## src/rtl/pe_pkg.sv

```systemverilog
// Shared types, defaults and the saturating adder for the weight-stationary PE family.
package pe_pkg;

  localparam int unsigned DATA_W_DEF = 8;
  localparam int unsigned ACC_W_DEF  = 32;
  // Internal add width; every legal ACC_W and product fits with headroom.
  localparam int unsigned SAT_W      = 64;

  typedef struct packed {
    logic [SAT_W-1:0] sum;
    logic             ovf;
  } sat_res_t;

  function automatic logic mac_stages_ok(input int unsigned stages);
    return (stages == 1) || (stages == 2);
  endfunction

  // Operands arrive sign-extended to SAT_W; the sum is exact, and w selects the result width
  // against which overflow is judged and clamping is applied.
  function automatic sat_res_t sat_add(input logic [SAT_W-1:0] a,
                                       input logic [SAT_W-1:0] b,
                                       input int unsigned      w,
                                       input logic             sat);
    logic signed [SAT_W:0] s;
    logic signed [SAT_W:0] hi;
    logic [SAT_W-1:0]      max_v;
    sat_res_t              r;
    s     = $signed({a[SAT_W-1], a}) + $signed({b[SAT_W-1], b});
    hi    = s >>> (w - 1);
    max_v = {SAT_W{1'b1}} >> (SAT_W - w + 1);
    r.ovf = !((hi == '0) || (hi == '1));
    if (r.ovf && sat) begin
      r.sum = s[SAT_W] ? ~max_v : max_v;
    end else begin
      r.sum = s[SAT_W-1:0];
    end
    return r;
  endfunction

endpackage

```

## src/rtl/pe_mac.sv

```systemverilog
// Multiply-accumulate datapath: activation extension, signed multiply, optional pipeline
// register, add with wrap or saturation, and a per-cycle overflow strobe.
module pe_mac
  import pe_pkg::*;
#(
  parameter int unsigned DATA_W     = DATA_W_DEF,
  parameter int unsigned ACC_W      = ACC_W_DEF,
  parameter int unsigned MAC_STAGES = 1,
  parameter int unsigned SATURATE   = 0
) (
  input  logic              clk,
  input  logic              rst_n,
  input  logic              en_i,
  input  logic              act_signed_i,
  input  logic [DATA_W-1:0] act_i,
  input  logic              act_valid_i,
  input  logic [DATA_W-1:0] weight_i,
  input  logic [ACC_W-1:0]  psum_i,
  input  logic              psum_valid_i,
  output logic [ACC_W-1:0]  psum_o,
  output logic              psum_valid_o,
  output logic              ovf_o
);

  localparam int unsigned PROD_W = 2 * DATA_W + 1;

  if (!mac_stages_ok(MAC_STAGES) || ACC_W < 2 || ACC_W >= SAT_W || PROD_W >= SAT_W)
  begin : gen_param_err
    $error("pe_mac: illegal parameter combination");
  end

  logic signed [DATA_W:0]   act_ext;
  logic signed [DATA_W:0]   w_ext;
  logic signed [PROD_W-1:0] prod;

  always_comb begin
    act_ext = {act_signed_i & act_i[DATA_W-1], act_i};
    w_ext   = {weight_i[DATA_W-1], weight_i};
    prod    = act_valid_i ? (PROD_W'(act_ext) * PROD_W'(w_ext)) : '0;
  end

  logic [PROD_W-1:0] add_prod;
  logic [ACC_W-1:0]  add_psum;
  logic              add_valid;

  if (MAC_STAGES == 2) begin : gen_pipe
    logic [PROD_W-1:0] prod_q;
    logic [ACC_W-1:0]  psum_q;
    logic              valid_q;

    always_ff @(posedge clk or negedge rst_n) begin
      if (!rst_n) begin
        prod_q  <= '0;
        psum_q  <= '0;
        valid_q <= 1'b0;
      end else if (en_i) begin
        prod_q  <= prod;
        psum_q  <= psum_i;
        valid_q <= psum_valid_i;
      end
    end

    assign add_prod  = prod_q;
    assign add_psum  = psum_q;
    assign add_valid = valid_q;
  end else begin : gen_direct
    assign add_prod  = prod;
    assign add_psum  = psum_i;
    assign add_valid = psum_valid_i;
  end

  // Both operands are widened before the add so that a narrow ACC_W still reports an
  // out-of-range product as overflow instead of silently truncating it.
  sat_res_t res;
  always_comb begin
    res = sat_add({{(SAT_W - PROD_W){add_prod[PROD_W-1]}}, add_prod},
                  {{(SAT_W - ACC_W){add_psum[ACC_W-1]}}, add_psum},
                  ACC_W, SATURATE != 0);
  end

  logic unused_sum_hi;
  assign unused_sum_hi = ^res.sum[SAT_W-1:ACC_W];

  logic [ACC_W-1:0] psum_q, psum_d;
  logic             psum_valid_q, psum_valid_d;

  always_comb begin
    psum_d       = psum_q;
    psum_valid_d = psum_valid_q;
    if (en_i) begin
      psum_d       = res.sum[ACC_W-1:0];
      psum_valid_d = add_valid;
    end
  end

  always_ff @(posedge clk or negedge rst_n) begin
    if (!rst_n) begin
      psum_q       <= '0;
      psum_valid_q <= 1'b0;
    end else begin
      psum_q       <= psum_d;
      psum_valid_q <= psum_valid_d;
    end
  end

  assign psum_o       = psum_q;
  assign psum_valid_o = psum_valid_q;
  assign ovf_o        = en_i & add_valid & res.ovf;

endmodule

```

## src/rtl/pe_ws_dbuf.sv

```systemverilog
// Weight-stationary PE with double-buffered (shadow/active) weights, pass-through
// activation/weight/swap registers and sticky overflow and swap-error flags.
module pe_ws_dbuf
  import pe_pkg::*;
#(
  parameter int unsigned DATA_W     = DATA_W_DEF,
  parameter int unsigned ACC_W      = ACC_W_DEF,
  parameter int unsigned MAC_STAGES = 1,
  parameter int unsigned SATURATE   = 0
) (
  input  logic              clk,
  input  logic              rst_n,
  input  logic              en_i,
  input  logic              act_signed_i,
  input  logic              clear_flags_i,
  input  logic [DATA_W-1:0] w_in_i,
  input  logic              w_in_valid_i,
  output logic [DATA_W-1:0] w_out_o,
  output logic              w_out_valid_o,
  input  logic              swap_in_i,
  output logic              swap_out_o,
  input  logic [DATA_W-1:0] act_in_i,
  input  logic              act_in_valid_i,
  output logic [DATA_W-1:0] act_out_o,
  output logic              act_out_valid_o,
  input  logic [ACC_W-1:0]  psum_in_i,
  input  logic              psum_in_valid_i,
  output logic [ACC_W-1:0]  psum_out_o,
  output logic              psum_out_valid_o,
  output logic              ovf_o,
  output logic              swap_err_o
);

  logic [DATA_W-1:0] shadow_q, shadow_d;
  logic              shadow_full_q, shadow_full_d;
  logic [DATA_W-1:0] active_q, active_d;
  logic              w_out_valid_q, w_out_valid_d;
  logic              swap_out_q, swap_out_d;
  logic [DATA_W-1:0] act_out_q, act_out_d;
  logic              act_out_valid_q, act_out_valid_d;
  logic              ovf_q, ovf_d;
  logic              swap_err_q, swap_err_d;
  logic              mac_ovf;

  // The MAC sees active_q, i.e. the weight before any swap taking effect on this edge.
  pe_mac #(
    .DATA_W     (DATA_W),
    .ACC_W      (ACC_W),
    .MAC_STAGES (MAC_STAGES),
    .SATURATE   (SATURATE)
  ) u_mac (
    .clk          (clk),
    .rst_n        (rst_n),
    .en_i         (en_i),
    .act_signed_i (act_signed_i),
    .act_i        (act_in_i),
    .act_valid_i  (act_in_valid_i),
    .weight_i     (active_q),
    .psum_i       (psum_in_i),
    .psum_valid_i (psum_in_valid_i),
    .psum_o       (psum_out_o),
    .psum_valid_o (psum_out_valid_o),
    .ovf_o        (mac_ovf)
  );

  always_comb begin
    shadow_d        = shadow_q;
    shadow_full_d   = shadow_full_q;
    active_d        = active_q;
    w_out_valid_d   = w_out_valid_q;
    swap_out_d      = swap_out_q;
    act_out_d       = act_out_q;
    act_out_valid_d = act_out_valid_q;
    ovf_d           = ovf_q;
    swap_err_d      = swap_err_q;
    if (en_i) begin
      w_out_valid_d   = w_in_valid_i;
      swap_out_d      = swap_in_i;
      act_out_d       = act_in_i;
      act_out_valid_d = act_in_valid_i;
      if (swap_in_i) begin
        if (shadow_full_q) begin
          active_d      = shadow_q;
          shadow_full_d = 1'b0;
        end else begin
          swap_err_d = 1'b1;
        end
      end
      // A same-edge load refills the shadow just vacated by the swap.
      if (w_in_valid_i) begin
        shadow_d      = w_in_i;
        shadow_full_d = 1'b1;
      end
      if (mac_ovf) begin
        ovf_d = 1'b1;
      end
    end
    if (clear_flags_i) begin
      ovf_d      = 1'b0;
      swap_err_d = 1'b0;
    end
  end

  always_ff @(posedge clk or negedge rst_n) begin
    if (!rst_n) begin
      shadow_q        <= '0;
      shadow_full_q   <= 1'b0;
      active_q        <= '0;
      w_out_valid_q   <= 1'b0;
      swap_out_q      <= 1'b0;
      act_out_q       <= '0;
      act_out_valid_q <= 1'b0;
      ovf_q           <= 1'b0;
      swap_err_q      <= 1'b0;
    end else begin
      shadow_q        <= shadow_d;
      shadow_full_q   <= shadow_full_d;
      active_q        <= active_d;
      w_out_valid_q   <= w_out_valid_d;
      swap_out_q      <= swap_out_d;
      act_out_q       <= act_out_d;
      act_out_valid_q <= act_out_valid_d;
      ovf_q           <= ovf_d;
      swap_err_q      <= swap_err_d;
    end
  end

  assign w_out_o         = shadow_q;
  assign w_out_valid_o   = w_out_valid_q;
  assign swap_out_o      = swap_out_q;
  assign act_out_o       = act_out_q;
  assign act_out_valid_o = act_out_valid_q;
  assign ovf_o           = ovf_q;
  assign swap_err_o      = swap_err_q;

endmodule
```

## config.mk

```make
export PLATFORM = sky130hd
export DESIGN_NAME = pe_ws_dbuf
export DESIGN_NICKNAME = d
export VERILOG_FILES = /design/src/rtl/pe_pkg.sv /design/src/rtl/pe_mac.sv /design/src/rtl/pe_ws_dbuf.sv
export SDC_FILE = /design/constraint.sdc
export NUM_CORES = 1
export LEC_CHECK = 0
export CORE_AREA = 2 2 110 112
export DETAILED_ROUTE_END_ITERATION = 7
export DIE_AREA = 0 0 112 114
export GPL_TIMING_DRIVEN = 0
export PLACE_DENSITY_LB_ADDON = 0.12
export SLEW_MARGIN = 20
export SYNTH_ARGS = -nofsm -noshare
export SYNTH_HDL_FRONTEND = slang
export SYNTH_SLANG_ARGS = --single-unit
```

## constraint.sdc

```tcl
create_clock -name clk -period 19.31 [get_ports clk]
set_input_delay 5.793 -clock clk [delete_from_list [all_inputs] [get_ports clk]]
set_output_delay 5.793 -clock clk [all_outputs]
set_load 0.1 [all_outputs]
```

* Word-level counts from Yosys, hierarchy flattened
Cells that the tools add are included.
Operators by class: $add $sub $neg 1, reductions and logical operators 12, shift operators 0, div/mod/pow operators 0, multipliers 1, bitwise logic cells 3, multiplexer cells 10, order comparisons 0, eq/ne operators 2
Operators by type and width (number):
- $eq A65 B65 Y1 const B | 1
- $logic_not A65 Y1 | 1
- $add A17 B32 Y33 | 1
- $mul A9 B8 Y17 | 1
- $mux W17 | 1
- $mux W1 | 9
- $reduce_bool A2 Y1 | 4
- $reduce_and A2 Y1 | 3
- $reduce_and A3 Y1 | 2
- $and A1 B1 Y1 | 3
- $ne A2 B2 Y1 const B | 1
- $logic_not A1 Y1 | 1
- $logic_or A1 B1 Y1 | 1
Word-level totals: latch bits 0, memories 0, register bits after elaboration 63, memory bits (writable) 0, bits of input ports 57, ROM bits 0

* Longest topological paths before layout
Gate-level depths: netlist (run 1).
depth after elaboration 11, depth in mapped cells 29, gate-level depth less buffers 27

* Modules after synthesis
From an unflattened synthesis (run 1), not the netlist that was laid out.
Unflattened totals: cell total of the unflattened synthesis 704, area total of the unflattened synthesis 6811.5 um^2
Modules (own cells, without submodules):
- pe_mac | sequential area each 825.8 um^2, area an instance 5677.9 um^2, cells each 634, times used 1
- pe_ws_dbuf | sequential area each 750.7 um^2, area an instance 1133.6 um^2, cells each 70, times used 1

* Worst setup path before layout (run 1)
OpenSTA, ideal clock, no wires.
kind input -> register, from input port act_in_i[6], to register u_mac.psum_q[29] (netlist: u_mac.psum_o[29]), path slack 7113 ps, data arrival time 12071 ps, buffers on the path 1, cell stages on the path 26, data required time 19185 ps, cell sequence clkbuf_1 -> nand2_1 -> fa_1 -> fa_1 -> inv_1 -> fa_1 -> inv_1 -> fa_1 -> inv_1 -> ha_1 -> a21oi_1 -> o21bai_1 -> a2111o_1 -> a41oi_1 -> o21ai_0 -> xnor2_1 -> and2_1 -> ha_1 -> a21o_1 -> a221oi_1 -> o21bai_1 -> a21oi_1 -> o31a_4 -> o21bai_1 -> xor2_1 -> mux2_2
Between the ends: cells in the longest elaborated chain, start to end 3
Ends and longest elaborated chain:
- start: declaration | RTL line pe_ws_dbuf.sv:22 | input logic [DATA_W-1:0] act_in_i,
- $mul A9 B8 Y17 | RTL line pe_mac.sv:39 | prod = act_valid_i ? (PROD_W'(act_ext) * PROD_W'(w_ext)) : '0;
- $mux W17 | RTL line pe_mac.sv:39
- $add A17 B32 Y33 | RTL line pe_pkg.sv:28 | s = $signed({a[SAT_W-1], a}) + $signed({b[SAT_W-1], b});
- end signal: assignment | RTL line pe_mac.sv:101 | psum_q <= psum_d;
- end: declaration | RTL line pe_mac.sv:84 | logic [ACC_W-1:0] psum_q, psum_d;
No other way between the ends. A chain may end at the register's enable or synchronous reset.

* Worst setup path in the final report (run 1)
from input port act_in_i[7], to register u_mac.psum_q[26] (netlist: u_mac.psum_o[26])
Between the ends: cells in the longest elaborated chain, start to end 4
Ends and longest elaborated chain:
- $and A1 B1 Y1 | RTL line pe_mac.sv:37 | act_ext = {act_signed_i & act_i[DATA_W-1], act_i};
- $mul A9 B8 Y17 (*) | RTL line pe_mac.sv:39
- $mux W17 (*) | RTL line pe_mac.sv:39
- $add A17 B32 Y33 (*) | RTL line pe_pkg.sv:28
Every way passes the cells marked *; elsewhere a longest branch is shown, timed or not.

==> results of run 1 <==
-- layout make-up --
cell class                      instances  area, µm²  area share
Multi-Input combinational cell        521       4730       0.565
Sequential cell                        63       1580       0.188
Timing Repair Buffer                  110       1110       0.132
Inverter                              113        424      0.0507
Clock buffer                           10        239      0.0286
Tap cell                              147        184      0.0220
Buffer                                 16       63.8     0.00762
Clock inverter                          6       45.0     0.00538
-- registers in the layout, indices dropped and copies added (netlist names) --
signal,flops
w_out_o,8
swap_err_o,1
act_out_valid_o,1
u_mac.psum_valid_o,1
w_out_valid_o,1
shadow_full_q,1
active_q,8
swap_out_o,1
ovf_o,1
act_out_o,8
u_mac.psum_o,32
-- path summary, 6_finish.rpt --
kind | startpoint | endpoint | slack (ps) | cells after the start
max | act_in_i[7] | u_mac.psum_o[26] | 5850 | 28
min | u_mac.psum_o[6] | u_mac.psum_o[6] | 490 | 1
max reg2reg | active_q[2] | u_mac.psum_o[26] | 11460 | 27
min reg2reg | u_mac.psum_o[6] | u_mac.psum_o[6] | 490 | 1
max in group asynchronous | rst_n | u_mac.psum_o[31] | 13420 | 2
min in group asynchronous | rst_n | act_out_o[4] | 5360 | 1
-- through the flow --
step	cells	utilization	cell area, µm²	hold slack [ps]	setup WS (ps)
final	986	0.715	8370	488	5850
after global routing	986	0.715	8370	508	5230
after CTS	986	0.715	8370	490	5890
after detailed placement	970	0.690	8090	477	5570
after global placement	969	0.689	8070	466	5690
after floorplan	713	-	6790	469	7110
-- logic make-up after synthesis --
group,after synthesis
xor gates and xnor gates,36
buffers and inverters,129
muxes,43
and+or+nand+nor,188
DFF,63
adders and majority gates,125
AOI/OAI and AO/OA,129
-- layout by cell type, fill, tap and decap left out, types with 5 or more instances in the layout --
| cell type | instances |
|---|---|
| a211oi_1 | 6 |
| xnor2_1 | 29 |
| o21a_1 | 5 |
| and2_1 | 53 |
| a21o_1 | 17 |
| o211ai_1 | 5 |
| fa_1 | 62 |
| and3_1 | 9 |
| o21bai_1 | 7 |
| nor2_1 | 30 |
| clkbuf_16 | 9 |
| nand3_1 | 16 |
| clkdlybuf4s50_1 | 108 |
| ha_1 | 63 |
| clkbuf_1 | 15 |
| xor2_1 | 7 |
| inv_1 | 112 |
| a21oi_1 | 31 |
| a2111o_1 | 5 |
| dfrtp_1 | 63 |
| o21ai_0 | 21 |
| nand2_1 | 51 |
| mux2_2 | 43 |
| nand4_1 | 7 |
| nor3_1 | 6 |
-- cell usage after synthesis, drive strengths merged (3+ instances only) --
cell type    n
and3         9
xnor2       29
ha          63
nand3       17
inv        112
nor3         6
fa          62
dfrtp       63
o31a         3
nor2b        3
clkbuf      15
o211ai       5
o21bai       7
a21o        17
a21oi       31
o21a         5
o21ai       23
nand2b       3
and2        53
xor2         7
o31ai        4
a31oi        3
nand4        7
nor2        30
mux2        43
a2111o       5
nand2       52
a211oi       6
-- layer usage --
metal | GRT usage | wire (µm) | up-vias
li1 | - | - | 2650
met1 | 0.351 | 7140 | 2753
met2 | 0.470 | 7940 | 163
met3 | 0.0685 | 1100 | 25
met4 | 0.0805 | 241 | 0
met5 | 0 | 0 | -
==> impl_results.md, run 1 <==
- Status: complete, no violations
- Main synth FF type: dfrtp_1
- Syn nets: just under 900
- Fraction of registers with async set/reset: 1.00
- Tcrit/Tclk final: 0.697
- Max Clock Skew: 11.7 ps
- Top delay family on crit path: adder cells
- Hold buffer count at cts: 0
- Crit end category: flip-flop
- Post-synth top area share: 0.232
- PostCTS Resize Cnt: 0
- Drt wl/cell: 16.6 µm
- Post-Synth Simple-Gate Area: 0.142
- Core Area: 11700 µm²
- Synth cell types: 58
- HP Class: reg2reg
- Die Area: 12800 µm²
- Post-synthesis adder-cell area fraction: 0.299
- Min cycle time layout: 13460 ps
- Top cells by area, synth: dfrtp_1 (23%), fa_1 (18%), ha_1 (12%)
- I/O Buffers: 109
- Number of max-cap violations: 0
- Fin. max-slew vios: 0
- Vias post-DR: 5591
- Vias per cell: between 5 and 6
- Largest net degree at the start of global routing: 37
- Root buf cell: clkbuf_16
- Total GRT Usage: 0.275
- Critical path class: in2reg
- Grt total ovfl: 0
- Leading area contributor after synthesis: dfrtp_1
- Final ANT Viol Nets: 0
- Htree depth: 3
- Crit path DAT: roughly 14000 ps
- Compound-cell area share of the yosys netlist: 0.138
- Area of the mapped netlist: 6790 µm²
- Chip width: 112 µm
- Fin nets: 1016
- Clock slew at reported path FFs: 60 ps
- Num CTS Buffers: 9
- Finish-stage setup viols: 0
- 1st-iter DRT viols: 293
- Clk Latency, worst-skew pair: roughly 350 ps
- Post-synth EDFFs: 0
- FF+latch count, synth: 63
- Syn-to-layout area delta: 23.2%
- RSZ-0062 raised after global routing: false
- # Post-CTS Setup Buffers: 0
- Starting Density: 0.580
- Max frequency: 74.3 MHz
- Fin. Hold Viols: 0
- Relative slew slack: 0.319
- Vias in the first global route: around 5900
- Max stage delay cell, worst path: clkdlybuf4s50_1
- Syn_area_per_cell: 9.53 µm²
- Clock Tree Buf Depth: 2
- HPWL after DPL: approximately 13 mm
- Setup_tns: 0 ps
- Io pins: 111
- First-pass GRT wire length: 28.0 mm
- Layout fillers: between 900 and 1000
- WL final: 16.4 mm
- Crit Path Max Fanout: 16
- Sequential element share of the synthesized area: 0.232
- Rows: 40
- CP required: 19530 ps
- Worst-Margin Slew: ~1000 ps
- CP peak stage delay: 620 ps
- YS warnings: 0
- Largest family of logic cells by synthesized area: adder cells
- Buf+Inv Stages, Crit Path: 7
- Pre-antenna DRT Iters: 5
- CP Launch Type: input port
- DRC viols: 0
- Die height: 114 µm
- Multiplexer share of the synthesized area: 0.0713
- CTS sink count: between 60 and 70
- Post-synthesis cell count: between 700 and 800
- Share of cells above drive strength 1: 0.0894
- CTS tree: built
- Antenna cells: 0
- XOR/XNOR Fraction of Synth Area: 0.0464
- Final Wtd Congestion: about 0.89
- Initial antenna violation count: 0
Power of run 1 is left out: the tool's default activity adds up to more than one toggle a clock period on the data nets, which glitch-free logic cannot reach.
==> run 2, diff against run 1 <==
- CORE_AREA: 2 2 110 112 -> 2 2 115 117
- DIE_AREA: 0 0 112 114 -> 0 0 117 119
- clock period: 19.31 -> 14 ns (I/O delays scaled with it)
==> run 2 against run 1 <==
Against the previous run:
- via count decreased by 0.25%
- design area increased by 0.72%
- worst setup slack got worse by 3700 ps
- global-route usage decreased by 2.0 points
- final cell count increased by 2.9%
- sequential share of layout area decreased by 0.13 points
- critical path depth decreased by 1
- critical endpoint is now ovf_o
- highest routed layer unchanged
==> impl_results.md, run 2 (same netlist as run 1, synthesis figures left out) <==
- Status: complete, no violations (unchanged)
- Vias per cell: 5.49 (was 5.67)
- Core Util, Final: 0.655 (was 0.715)
- Clock Tree Buf Depth: 2 (unchanged)
- I/O Buffers: 109 (unchanged)
- Total GRT Usage: 0.255 (was 0.275)
- Largest net degree at the start of global routing: 54 (was 37)
- Vias post-DR: 5577 (was 5591)
- DRC viols: 0 (unchanged)
- Num CTS Buffers: 9 (unchanged)
- Met2 Usage GRT: 0.433 (was 0.470)
- Worst-Margin Slew: 1020 ps (about the same)
- RSZ-0062 raised after global routing: false (unchanged)
- 1st-iter DRT viols: 349 (was 293)
- First-pass GRT wire length: 27.6 mm (was 28.0 mm)
- Max Clock Skew: 14.1 ps (was 11.7 ps)
- Number of max-cap violations: 0 (unchanged)
- Crit Path Max Fanout: 16 (unchanged)
- Hold Path Origin: u_mac.psum_o[6] (unchanged)
- Critical path class: in2reg (unchanged)
- PostCTS Resize Cnt: 0 (unchanged)
- Starting Density: 0.528 (was 0.580)
- Die Area: 13900 µm² (was 12800 µm²)
- Tcrit/Tclk final: 0.845
- Met1 Use GR: 0.309 (was 0.351)
- # Post-CTS Setup Buffers: 0 (unchanged)
- Clock slew at reported path FFs: 60 ps (about the same)
- Die height: 119 µm (was 114 µm)
- Vias in the first global route: 5978 (was 5943)
- HPWL after DPL: 13.0 mm (was 12.9 mm)
- Fin. max-slew vios: 0 (unchanged)
- CP Launch Type: input port (unchanged)
- Crit path DAT: 12060 ps (was 13680 ps)
- Met3 Use GR: 0.0621 (was 0.0685)
- Most frequent cells in the layout: inv_1 (112), clkdlybuf4s50_1 (108), ha_1 (63), dfrtp_1 (63), fa_1 (62) (unchanged)
- Syn-to-layout area delta: 24.1% (was 23.2%)
- WL final: 16.3 mm (was 16.4 mm)
- Startpoint of the worst register-to-register path: active_q[4] (was active_q[2])
- Finish-stage setup viols: 0 (unchanged)
- Grt total ovfl: 0 (unchanged)
- Setup_tns: 0 ps (unchanged)
- Antenna cells: 0 (unchanged)
- Fin. Hold Viols: 0 (unchanged)
- Crit end category: flip-flop (unchanged)
- Busiest layer in global routing: met2 (unchanged)
- Final Wtd Congestion: 0.876 (was 0.887)
- CP required: 14230 ps (was 19530 ps)
- Core Area: 12900 µm² (was 11700 µm²)
- Drt wl/cell: 16.1 µm (was 16.6 µm)
- Fin nets: 1016 (unchanged)
- Max frequency: approximately 85 MHz
- HP Class: reg2reg (unchanged)
- Relative slew slack: 0.320 (was 0.319)
- Reg2Reg Depth: 27 (unchanged)
- Pre-antenna DRT Iters: 7 (was 5)
- Layout fillers: 1085 (was 928)
- Commonest non-fill, non-tap cell in the layout: inv_1 (unchanged)
- Rows: 42 (was 40)
- Htree depth: 3 (unchanged)
- Chip width: 117 µm (was 112 µm)
- Clk Latency, worst-skew pair: 340 ps (was 350 ps)
- R2r setup slk: 6210 ps (was 11460 ps)
- Share of cells above drive strength 1: 0.0882 (was 0.0894)
- Sink of the worst hold path: u_mac.psum_o[6] (unchanged)
- Hold path cells: 1 (unchanged)
- Max FFs per register: 32 (unchanged)
- Hold buffer count at cts: 0 (unchanged)
- CTS tree: built (unchanged)
- Initial antenna violation count: 0 (unchanged)
- CTS sink count: 63 (unchanged)
- Io pins: 111 (unchanged)
- Final ANT Viol Nets: 0 (unchanged)
- Root buf cell: clkbuf_16 (unchanged)
- FF-to-FF End: ovf_o (was u_mac.psum_o[26])
- Min cycle time layout: 11830 ps
[run 2: cell count changes in the layout (fill, tap and decap cells not counted)]
cell       change
buf_12         -1
buf_16         +1
bufinv_16      +1
clkbuf_1       +1
clkinv_4       -1
inv_6          -1
[run 2: area by class of cell]
| type | instances | area (µm²) | area share |
|---|---|---|---|
| Sequential cell | 63 | 1580 | 0.187 |
| Clock buffer | 11 | 243 | 0.0288 |
| Inverter | 113 | 424 | 0.0503 |
| Buffer | 16 | 63.8 | 0.00757 |
| Tap cell | 176 | 220 | 0.0261 |
| Timing Repair Buffer | 110 | 1120 | 0.132 |
| Clock inverter | 5 | 57.6 | 0.00683 |
| Multi-Input combinational cell | 521 | 4730 | 0.561 |
[run 2: per-stage QoR]
step	setup slack (ps)	instances	cell area [µm²]	hold slack, ps
global route	1660	1015	8430	516
detailed placement	1880	999	8130	479
finish	2170	1015	8430	488
global placement	1990	998	8100	470
CTS	2170	1015	8430	495
floorplan	3400	713	6790	469
[run 2: worst max-delay path, stage by stage]
cell and delay [ps]:
clkdlybuf4s50_1 640, clkbuf_1 350, nand2_1 130, fa_1 480, fa_1 530, inv_1 50
fa_1 470, inv_1 50, fa_1 530, inv_1 40, ha_1 320, a21oi_1 220
o21bai_1 120, a2111o_1 440, a41oi_1 310, o21ai_0 170, xnor2_1 160, and2_1 570
ha_1 350, clkbuf_1 200, nand3_1 130, o2bb2ai_1 90, o41ai_1 490, o211ai_1 260
a31oi_1 350, nor3b_1 120, o41ai_2 280
[run 2: worst max path at each step]
stage | startpoint | end | slack (ps) | cells after the start
after global routing | act_in_i[7] | u_mac.psum_o[20] | 1660 | 27
final | act_in_i[7] | ovf_o | 2170 | 27
after global placement | act_in_i[7] | u_mac.psum_o[30] | 1990 | 28
after CTS | act_in_i[7] | ovf_o | 2170 | 27
after detailed placement | act_in_i[7] | u_mac.psum_o[30] | 1880 | 28
after floorplan | act_in_i[6] | u_mac.psum_o[29] | 3400 | 26
[run 2: metal layers]
metal  share of wire  wire length, µm
met1            0.42             6910
met3           0.064             1050
met4           0.022              363
met5               0                0
met2            0.49             8010
Power of run 2 is left out for the same reason.
==> run 3, diff against run 2 <==
- clock period: 14 -> 11.3 ns (I/O delays scaled with it)
==> run 3 against run 2 <==
Against the previous run:
- non-clock buffer count stayed put
- final cell count stayed put
- critical path depth stayed put
- clock skew is 0.58 ps higher
==> impl_results.md, run 3 (same netlist as run 1, synthesis figures left out) <==
- Status: complete, no violations (unchanged)
- First-pass GRT wire length: 27.6 mm (unchanged)
- Syn-to-layout area delta: 24.1% (about the same)
- Core Area: 12900 µm² (unchanged)
- CP peak stage delay: 620 ps (was 640 ps)
- Die Area: 13900 µm² (unchanged)
- Fin. max-slew vios: 0 (unchanged)
- Io pins: 111 (unchanged)
- FF-to-FF End: u_mac.psum_o[20] (was ovf_o)
- 1st-iter DRT viols: 396 (was 349)
- Num CTS Buffers: 9 (unchanged)
- Vias post-DR: 5548 (was 5577)
- Worst-Margin Slew: 1020 ps (about the same)
- Relative slew slack: 0.320 (about the same)
- Max Clock Skew: 14.7 ps (was 14.1 ps)
- Final setup margin: 529 ps (was 2170 ps)
- Clk Latency, worst-skew pair: 350 ps (was 340 ps)
- Vias in the first global route: 5978 (unchanged)
- Crit path DAT: 10990 ps (was 12060 ps)
- Crit Path Max Fanout: 16 (unchanged)
- Root buf cell: clkbuf_16 (unchanged)
- I/O Buffers: 109 (unchanged)
- Hold Path Origin: u_mac.psum_o[6] (unchanged)
- Rows: 42 (unchanged)
- Tcrit/Tclk final: 0.953
- Setup_tns: 0 ps (unchanged)
- Buf+Inv Stages, Crit Path: 7 (was 6)
- # Post-CTS Setup Buffers: 0 (unchanged)
- Grt total ovfl: 0 (unchanged)
- DRC viols: 0 (unchanged)
- Dpl cell area: 8130 µm² (unchanged)
- CP Launch Point: act_in_i[7] (unchanged)
- Pre-antenna DRT Iters: 4 (was 7)
- Critical path class: in2reg (unchanged)
- Die height: 119 µm (unchanged)
- Commonest non-fill, non-tap cell in the layout: inv_1 (unchanged)
- WL final: 16.4 mm (was 16.3 mm)
- R2r setup slk: 3750 ps (was 6210 ps)
- CTS tree: built (unchanged)
- Final Wtd Congestion: 0.876 (unchanged)
- Reg2Reg Depth: 27 (unchanged)
- Drt wl/cell: 16.1 µm (about the same)
- Place WS: -8.52 ps (was 1880 ps)
- Largest net degree at the start of global routing: 54 (unchanged)
- Finish-stage setup viols: 0 (unchanged)
- Crit end category: flip-flop (unchanged)
- Min cycle time layout: 10770 ps
- Initial antenna violation count: 0 (unchanged)
- Hold buffer count at cts: 0 (unchanged)
- Sink of the worst hold path: u_mac.psum_o[6] (unchanged)
- Fin nets: 1016 (unchanged)
- Starting Density: 0.528 (unchanged)
- Top delay family on crit path: adder cells (was compound AO/OA/AOI/OAI gates)
- Clock Tree Buf Depth: 2 (unchanged)
- HPWL after DPL: 13.0 mm (unchanged)
- Max frequency: 92.8 MHz
- Final ANT Viol Nets: 0 (unchanged)
- Vias per cell: 5.47 (was 5.49)
- Number of max-cap violations: 0 (unchanged)
- CP Launch Type: input port (unchanged)
- Max stage delay cell, worst path: clkdlybuf4s50_1 (unchanged)
- Layout fillers: 1084 (was 1085)
- CTS sink count: 63 (unchanged)
- CP required: 11520 ps (was 14230 ps)
- Fin. Hold Viols: 0 (unchanged)
- Max FFs per register: 32 (unchanged)
- PostCTS Resize Cnt: 0 (unchanged)
- Share of cells above drive strength 1: 0.0894 (was 0.0882)
- Htree depth: 3 (unchanged)
- Chip width: 117 µm (unchanged)
- WHS: 488 ps (about the same)
- Most frequent cells in the layout: inv_1 (112), clkdlybuf4s50_1 (108), ha_1 (63), dfrtp_1 (63), fa_1 (62) (unchanged)
- HP Class: reg2reg (unchanged)
- Startpoint of the worst register-to-register path: active_q[4] (unchanged)
- Total GRT Usage: 0.255 (unchanged)
- Clock slew at reported path FFs: 60 ps (about the same)
- RSZ-0062 raised after global routing: false (unchanged)
- Final Cell Area: 8430 µm² (about the same)
- Antenna cells: 0 (unchanged)
- Hold path cells: 1 (unchanged)
-- run 3: cell types whose count changed in the layout (fill, tap and decap cells not counted) --
cell,change
and2_2,+1
and2_1,-1
-- run 3: area by class of cell --
cell class,count,area (µm²),area share
clock inverters,5,57.6,0.00683
well taps,176,220,0.0261
clock buffers,11,243,0.0288
flip-flops and latches,63,1580,0.187
inverters,113,424,0.0503
plain buffers,16,63.8,0.00757
multi-input cells,521,4730,0.561
repair buffers,110,1120,0.132
-- run 3: worst register-to-register path, stage by stage (launching register included) --
cell and delay [ps]:
dfrtp_1 320, clkbuf_1 370, nand2_1 180, fa_1 460, inv_1 90, fa_1 390
inv_1 80, fa_1 430, fa_1 550, inv_1 40, ha_1 320, a21o_1 170
a21oi_1 220, o21bai_1 120, a2111o_1 440, a41oi_1 310, o21ai_0 170, xnor2_1 170
and2_2 390, ha_1 300, clkbuf_1 200, nand3_1 130, o2bb2ai_1 90, o41ai_1 480
inv_1 120, o21ai_0 220, or3b_2 470, a22o_1 200
-- run 3: layer usage --
metal | global-route usage | up-vias | wire (µm)
li1 | - | 2632 | -
met1 | 0.309 | 2732 | 6960
met2 | 0.433 | 155 | 8010
met3 | 0.0621 | 29 | 1030
met4 | 0.0985 | 0 | 376
met5 | 0 | - | 0
-- run 3: worst max-delay path by stage --
stage / depth (start not counted) / slack (ps) / to
5_1_grt: 27 / 30 / u_mac.psum_o[20]
3_5_place_dp: 28 / -9 / u_mac.psum_o[30]
6_report: 27 / 530 / u_mac.psum_o[20]
4_1_cts: 27 / 280 / ovf_o
2_1_floorplan: 26 / 1510 / u_mac.psum_o[29]
3_3_place_gp: 28 / 100 / u_mac.psum_o[30]
-- run 3: stage by stage --
stage / std cells / utilization
5_1_grt: 1015 / 0.655
6_report: 1015 / 0.655
3_3_place_gp: 998 / 0.629
2_1_floorplan: 713 / -
3_5_place_dp: 999 / 0.631
4_1_cts: 1015 / 0.655
Power of run 3 is left out for the same reason.
